**src/rtl/servo_pwm_gen_if.sv**
```systemverilog
// rtl/servo_pwm_gen_if.sv - duty handshake between the PID controller and the servo PWM generator
interface servo_pwm_gen_if;
    logic [16:0] duty_in;
    logic        duty_valid;
    logic        duty_ready;

    modport master (output duty_in, output duty_valid, input duty_ready);
    modport slave  (input duty_in, input duty_valid, output duty_ready);
endinterface

```
**src/rtl/servo_pwm_gen.sv**
```systemverilog
// rtl/servo_pwm_gen.sv - fixed-period servo PWM with clamped, double-buffered duty
// Optional per-period slew limiting is enabled by defining SERVO_PWM_SLEW_EN.
module servo_pwm_gen #(
    parameter int PERIOD       = 1000000,
    parameter int MIN_DUTY     = 50000,
    parameter int MAX_DUTY     = 100000,
    parameter int DEFAULT_DUTY = 75000,
    parameter int SLEW_STEP    = 5000
) (
    input  logic              clk,
    input  logic              rst,
    servo_pwm_gen_if.slave    duty_if,
    output logic              pwm_out,
    output logic              period_start,
    output logic [16:0]       duty_active,
    output logic              clamp_hit
);
    localparam int CNT_W = $clog2(PERIOD);
    localparam int CMP_W = (CNT_W > 17) ? CNT_W : 17;

    if (SLEW_STEP <= 0 || MIN_DUTY > MAX_DUTY) begin : g_bad_cfg
        $error("servo_pwm_gen: invalid duty range or slew step");
    end

    logic [CNT_W-1:0] r_cnt;
    logic [16:0]      r_target;
    logic             r_pending;
    logic [16:0]      r_duty_active;
    logic             r_pwm;
    logic             r_period_start;
    logic             r_clamp_hit;

    logic [CNT_W-1:0] w_cnt_next;
    logic             w_boundary;
    logic             w_accept;
    logic             w_below;
    logic             w_above;
    logic [16:0]      w_clamped;
    logic [16:0]      w_slewed;
    logic [16:0]      w_duty_next;
    logic             w_pending_next;

    assign w_boundary = (r_cnt == CNT_W'(PERIOD - 1));
    assign w_cnt_next = w_boundary ? '0 : r_cnt + CNT_W'(1);
    assign w_accept   = duty_if.duty_valid && !r_pending;

    assign w_below   = (duty_if.duty_in < 17'(MIN_DUTY));
    assign w_above   = (duty_if.duty_in > 17'(MAX_DUTY));
    assign w_clamped = w_below ? 17'(MIN_DUTY) : (w_above ? 17'(MAX_DUTY) : duty_if.duty_in);

`ifdef SERVO_PWM_SLEW_EN
    logic        w_up;
    logic [16:0] w_diff;
    logic [16:0] w_step;
    assign w_up     = (r_target >= r_duty_active);
    assign w_diff   = w_up ? (r_target - r_duty_active) : (r_duty_active - r_target);
    assign w_step   = (w_diff < 17'(SLEW_STEP)) ? w_diff : 17'(SLEW_STEP);
    assign w_slewed = w_up ? (r_duty_active + w_step) : (r_duty_active - w_step);
`else
    assign w_slewed = r_target;
`endif

    // Boundary load sees pre-edge pending/target; an accept on that same edge waits a period.
    always_comb begin
        w_duty_next    = r_duty_active;
        w_pending_next = r_pending;
        if (w_boundary && r_pending) begin
            w_duty_next = w_slewed;
            if (w_slewed == r_target) begin
                w_pending_next = 1'b0;
            end
        end
        if (w_accept) begin
            w_pending_next = 1'b1;
        end
    end

    always_ff @(posedge clk) begin
        if (rst) begin
            r_cnt          <= CNT_W'(PERIOD - 1);
            r_target       <= 17'(DEFAULT_DUTY);
            r_pending      <= 1'b0;
            r_duty_active  <= 17'(DEFAULT_DUTY);
            r_pwm          <= 1'b0;
            r_period_start <= 1'b0;
            r_clamp_hit    <= 1'b0;
        end else begin
            r_cnt          <= w_cnt_next;
            r_pending      <= w_pending_next;
            r_duty_active  <= w_duty_next;
            r_pwm          <= (CMP_W'(w_cnt_next) < CMP_W'(w_duty_next));
            r_period_start <= (w_cnt_next == '0);
            r_clamp_hit    <= w_accept && (w_below || w_above);
            if (w_accept) begin
                r_target <= w_clamped;
            end
        end
    end

    assign duty_if.duty_ready = !r_pending;
    assign pwm_out            = r_pwm;
    assign period_start       = r_period_start;
    assign duty_active        = r_duty_active;
    assign clamp_hit          = r_clamp_hit;
endmodule

```
**src/flat_wrapper.sv**
```systemverilog
// flat-port wrapper written by rule: the top's interface ports become plain ports
module servo_pwm_gen_flat 
#(
    parameter int PERIOD       = 1000000,
    parameter int MIN_DUTY     = 50000,
    parameter int MAX_DUTY     = 100000,
    parameter int DEFAULT_DUTY = 75000,
    parameter int SLEW_STEP    = 5000
)
  (clk, rst, pwm_out, period_start, duty_active, clamp_hit, duty_if_duty_in, duty_if_duty_valid, duty_if_duty_ready);
  servo_pwm_gen_if duty_if_i ();
  input  logic clk;
  input  logic rst;
  output logic pwm_out;
  output logic period_start;
  output logic [16:0] duty_active;
  output logic clamp_hit;
  input wire logic [$bits(duty_if_i.duty_in)-1:0] duty_if_duty_in;
  input wire logic [$bits(duty_if_i.duty_valid)-1:0] duty_if_duty_valid;
  output wire logic [$bits(duty_if_i.duty_ready)-1:0] duty_if_duty_ready;
  assign duty_if_i.duty_in = duty_if_duty_in;
  assign duty_if_i.duty_valid = duty_if_duty_valid;
  assign duty_if_duty_ready = duty_if_i.duty_ready;
  servo_pwm_gen #(.PERIOD(PERIOD), .MIN_DUTY(MIN_DUTY), .MAX_DUTY(MAX_DUTY), .DEFAULT_DUTY(DEFAULT_DUTY), .SLEW_STEP(SLEW_STEP)) u_core (.clk(clk), .rst(rst), .duty_if(duty_if_i), .pwm_out(pwm_out), .period_start(period_start), .duty_active(duty_active), .clamp_hit(clamp_hit));
endmodule
```
**config.mk**
```make
export PLATFORM = sky130hd
export DESIGN_NAME = servo_pwm_gen_flat
export DESIGN_NICKNAME = d
export VERILOG_FILES = /design/src/rtl/servo_pwm_gen_if.sv /design/src/rtl/servo_pwm_gen.sv /design/src/flat_wrapper.sv
export SDC_FILE = /design/constraint.sdc
export NUM_CORES = 1
export LEC_CHECK = 0
export ABC_AREA = 1
export CAP_MARGIN = 20
export CORE_ASPECT_RATIO = 1.25
export CORE_MARGIN = 2
export CORE_UTILIZATION = 45
export CTS_CLUSTER_SIZE = 14
export DETAILED_ROUTE_END_ITERATION = 10
export PLACE_DENSITY = 0.67
export SLEW_MARGIN = 20
export SYNTH_ARGS = -nofsm -noshare
export SYNTH_HDL_FRONTEND = slang
export SYNTH_SLANG_ARGS = --single-unit
```
**constraint.sdc**
```tcl
create_clock -name clk -period 2.8 [get_ports clk]
set_input_delay 0.56 -clock clk [delete_from_list [all_inputs] [get_ports clk]]
set_output_delay 0.56 -clock clk [all_outputs]
set_load 0.02 [all_outputs]
```
# Yosys cells after proc, flatten, opt, wreduce, memory -nomap -nowiden
# Cells that the tools add are included.
# Widths: inputs -> output; s select.
# op_classes
add_sub_neg	1
magnitude_cmp	3
eq_ne	1
mux	6
reduce_logical	7
# op_table
op	count
$mux 17	3
$add 20x1->20 const B	1
$eq 20x20->1 const B	1
$logic_not 20->1	1
$lt 20x17->1	1
$mux 20	1
$gt 17x17->1 const B	1
$lt 17x16->1 const B	1
$logic_and 1x1->1	3
$mux 1	2
$reduce_bool 2->1	1
$logic_not 1->1	1
$logic_or 1x1->1	1
# totals
reg_bits	58
input_bits	20
out_inout_bits	21
elab_cells	25

# Logic depth before layout (Yosys ltp)
# depth
ltp_word	4
mapped_depth	16
depth_no_buf	16

# Least setup slack after synthesis
# No wires, ideal clock.
# synth_path
path_type	register to register
from	reg u_core.r_cnt[0]
to	reg u_core.r_pwm, in the netlist u_core.pwm_out
setup_ns	0.114
t_arrival_ns	2.293
required_time_ns	2.686
slack_ns	0.394
path_stages_with_launch	14
n_path_buf	1
synth_period_minus_slack_ns	2.406
path_cell_list	dfxtp_1 ha_1 nand3_2 nor2_2 nand4_4 buf_6 mux2i_1 ha_1 nand2_1 o21a_1 o211ai_1 nand3_1 nand3_1 nor2_1
# synth_between
elab_chain_cells	4
elab_cells_between_ends	6
classes_between	add/sub: 1; order compare: 1; eq/ne: 1; mux: 2; reduce/logical: 1
# synth_rtl
element	line	text
start, declared	servo_pwm_gen.sv:25	logic [CNT_W-1:0] r_cnt;
start signal, assigned	servo_pwm_gen.sv:80	r_cnt <= CNT_W'(PERIOD - 1);
start signal, assigned	servo_pwm_gen.sv:88	r_cnt <= w_cnt_next;
branches (longest 3 deep; another with $add 20x1->20)	--	
$lt 20x17->1 (*)	servo_pwm_gen.sv:91	r_pwm <= (CMP_W'(w_cnt_next) < CMP_W'(w_duty_next));
end signal, assigned	servo_pwm_gen.sv:91	
end, declared	servo_pwm_gen.sv:29	logic r_pwm;
# Every way passes the cells marked *.
# A chain may end at the register's enable or synchronous reset.

# Final worst setup path
# layout_path
from	reg u_core.r_cnt[15]
to	reg u_core.r_pwm, in the netlist u_core.pwm_out
# The elaborated chain is that of the path after synthesis.

==> impl_metrics.py <==
metrics = {
    "floorplan": {
        "io_pins": 41,
        "die_h_um": 98.0,
        "core_area_um2": 6890,
        "dieArea_um2": 7770,
        "num_rows": 34,
        "die_w_um": 79.2,
        "initial_core_util": 0.462,
    },
    "finish": {
        "mostFrequentLayoutCells": "100 x nand2_1, 58 x dfxtp_1, 57 x inv_1",
        "num-nets-final": 537,
        "fillCellCount": 682,
        "register_area_um2": 1160,
        "diodes": 0,
        "fin_util": 0.578,
        "multi_input_area_um2": 1780,
        "mostFrequentLayoutCell": "nand2_1",
        "drive_gt1_frac": 0.107,
        "areaGrowthSynthToFinish_pct": 25.2,
    },
    "routing": {
        "drtIter0Drc": 109,
        "drc": 0,
        "avgViaCountPerCell": 5.14,
        "dr.pass1.iters": 4,
        "vias": 3059,
        "wl_um": 8270,
        "antenna_left": 0,
        "routedWlPerCell_um": 13.9,
    },
    "synthesis": {
        "syn_area_per_cell_um2": 7.11,
        "yosys.area.top_type": "dfxtp_1",
        "ys_top_cells_by_area": "dfxtp_1 36%, nand2_1 12%, inv_1 6.7%",
        "ys_seq_area_frac": 0.365,
        "syn_nets": 485,
        "syn-cell-area_um2": 3180,
        "yosys_warnings": 0,
        "netlist.area_leader.share": 0.365,
        "syn_inst": 448,
        "yosys_register_bits": 58,
        "ys_types": 37,
    },
    "sta": {
        "rsz0062_at_grt": "false",
        "slew_violations": 0,
        "timing.final.crit_period_ns": 2.63,
        "setup_violations": 0,
        "worstMarginPinSlew_ns": 0.494,
        "maxSlewHeadroom": 0.670,
        "fin_skew_ns": 0.00668,
        "finalSetupTns_ns": 0,
        "timing.final.hold_violations": 0,
        "period_share": 0.939,
        "fmax_ghz": 0.380,
    },
    "global_routing": {
        "grt_pass1_vias": 3014,
        "globalRoute.totalOverflow": 0,
        "groute.layer.met2.usage": 0.410,
        "grt_use_total": 0.227,
        "top_usage_layer": "met2",
        "antenna_found_initial": 0,
        "met3_usage": 0.0508,
        "grt_pass1_wl_um": 13700,
        "grt_max_degree": 33,
        "met1_usage": 0.254,
    },
    "cts": {
        "holdBufCountCts": 0,
        "cts_made_buffers": 9,
        "cts.sinks": 58,
        "clk_pin_slew_ns": 0.07,
        "cts_root_buf": "clkbuf_8",
        "cts-htree-levels": 3,
        "cts_tree": "built",
        "clkLatencyLatePin_ns": 0.34,
        "clock_path_buffers": 2,
    },
    "critical_path": {
        "crit_fanout": 6,
        "reg2regPathDepth": 12,
        "crit_type": "register to register",
        "crit_path_end_kind": "register",
        "cp-start-kind": "register",
        "cpPeakStageDelay_ns": 0.37,
        "cp_cell_sequence": "inv_1, nand3_1, nor2_1, nand4_2, mux2i_1, ha_1, a21oi_1, o21a_1, o211ai_1, nand3_1, nand3_1, nor2_1",
        "cpMostUsedCell": "nand3_1",
        "required_ns": 3.03,
        "arrival_ns": 2.86,
        "slowest_stage": "nor2_1",
    },
    "placement": {
        "place.gp.congestion": 0.933,
        "dp_hpwl_um": 6540,
        "port-buffer-count": 40,
    },
    "power": {
        "p_leak_nw": 1.89,
        "total_power_w": 0.00315,
        "vdd_drop_max_mv": 0.386,
        "powerDensity_nw_per_um2": 791,
    },
    "min_path": {
        "hold_class": "register to register",
        "hold_depth": 2,
    },
    "job": {
        "max_cap_violations": 0,
    },
    "status": {
        "status": "completed",
    },
}
## critical path: cells and delay by family (launching register included)
family                   cells  cell delay [ns]
buffers and inverters        1             0.15
flip-flops                   1             0.36
AND/OR/NAND/NOR              6             1.04
AO/OA/AOI/OAI                3             0.45
multiplexers                 1             0.22
adder cells (fa/ha/maj)      1             0.31
## through the flow
step	hold WS [ns]	instance area (um^2)	instances	worst slack, ns
after floorplan	0.435	3180	448	0.394
after global placement	0.457	3700	575	0.260
after detailed placement	0.456	3700	575	0.140
after CTS	0.467	3940	591	0.126
after global routing	0.485	3990	595	0.00874
final	0.466	3990	595	0.169
## state kept, by name, summed over array words and instances (netlist names)
register and cells:
u_core.clamp_hit 1, u_core.duty_active 17, u_core.period_start 1, u_core.pwm_out 1, u_core.r_cnt 20, u_core.r_pending 1, u_core.r_target 17
## power breakdown
part           leakage [nW]  internal, W  switching [W]
registers             0.474     0.000928      0.0000974
clock network         0.117     0.000594       0.000341
logic                  1.30     0.000425       0.000769
## final timing paths
| path | slack (ns) | end | startpoint |
|---|---|---|---|
| max | 0.17 | u_core.pwm_out | u_core.r_cnt[15] |
| max reg2reg | 0.17 | u_core.pwm_out | u_core.r_cnt[15] |
| min | 0.47 | u_core.r_target[0] | u_core.r_target[0] |
| min reg2reg | 0.47 | u_core.r_target[0] | u_core.r_target[0] |
## per-layer routing
metal | part of all wire | routed length (um) | vias to the layer above
met5 | 0 | 0 | -
met1 | 0.42 | 3450 | 1401
met4 | 0.030 | 244 | 0
met3 | 0.037 | 307 | 18
met2 | 0.52 | 4270 | 65
li1 | - | - | 1575
## logic make-up after synthesis
group | count (synthesis) | synth area share
AO/OA/AOI/OAI | 58 | 0.104
XOR/XNOR | 2 | 0.00550
adder cells (fa/ha/maj) | 17 | 0.0668
buffers and inverters | 68 | 0.0829
flip-flops | 58 | 0.365
multiplexers | 11 | 0.0346
AND/OR/NAND/NOR | 234 | 0.341
## cell usage after synthesis
cell type and number:
a211o_1 1, a211oi_1 1, a21o_1 1, a21oi_1 28, a221oi_1 2, a31oi_1 1, buf_1 1, buf_2 1
buf_6 1, clkbuf_1 6, dfxtp_1 58, ha_1 17, inv_1 57, inv_2 2, mux2i_1 11, nand2_1 100
nand2_2 5, nand3_1 32, nand3_2 4, nand3_4 1, nand3b_1 1, nand4_1 10, nand4_4 1, nor2_1 56
nor2_2 8, nor2_4 3, nor3_1 7, nor3_2 1, nor4_1 2, o211ai_1 4, o21a_1 1, o21ai_0 13
o21ai_1 2, o21bai_1 3, o311ai_1 1, or2_2 3, xor2_1 2
## final cells by class
type | count | area share
multi-input cells | 323 | 0.447
flip-flops and latches | 58 | 0.291
repair buffers | 49 | 0.117
inverters | 59 | 0.0556
clock buffers | 10 | 0.0320
clock inverters | 6 | 0.0289
well taps | 90 | 0.0282
## repair_timing
action | in CTS | in global routing
resized for setup | 0 | 2
endpoints found under the setup margin | 0 | 1
buffers inserted | 0 | 3
Power figures use the tool's default switching activity.
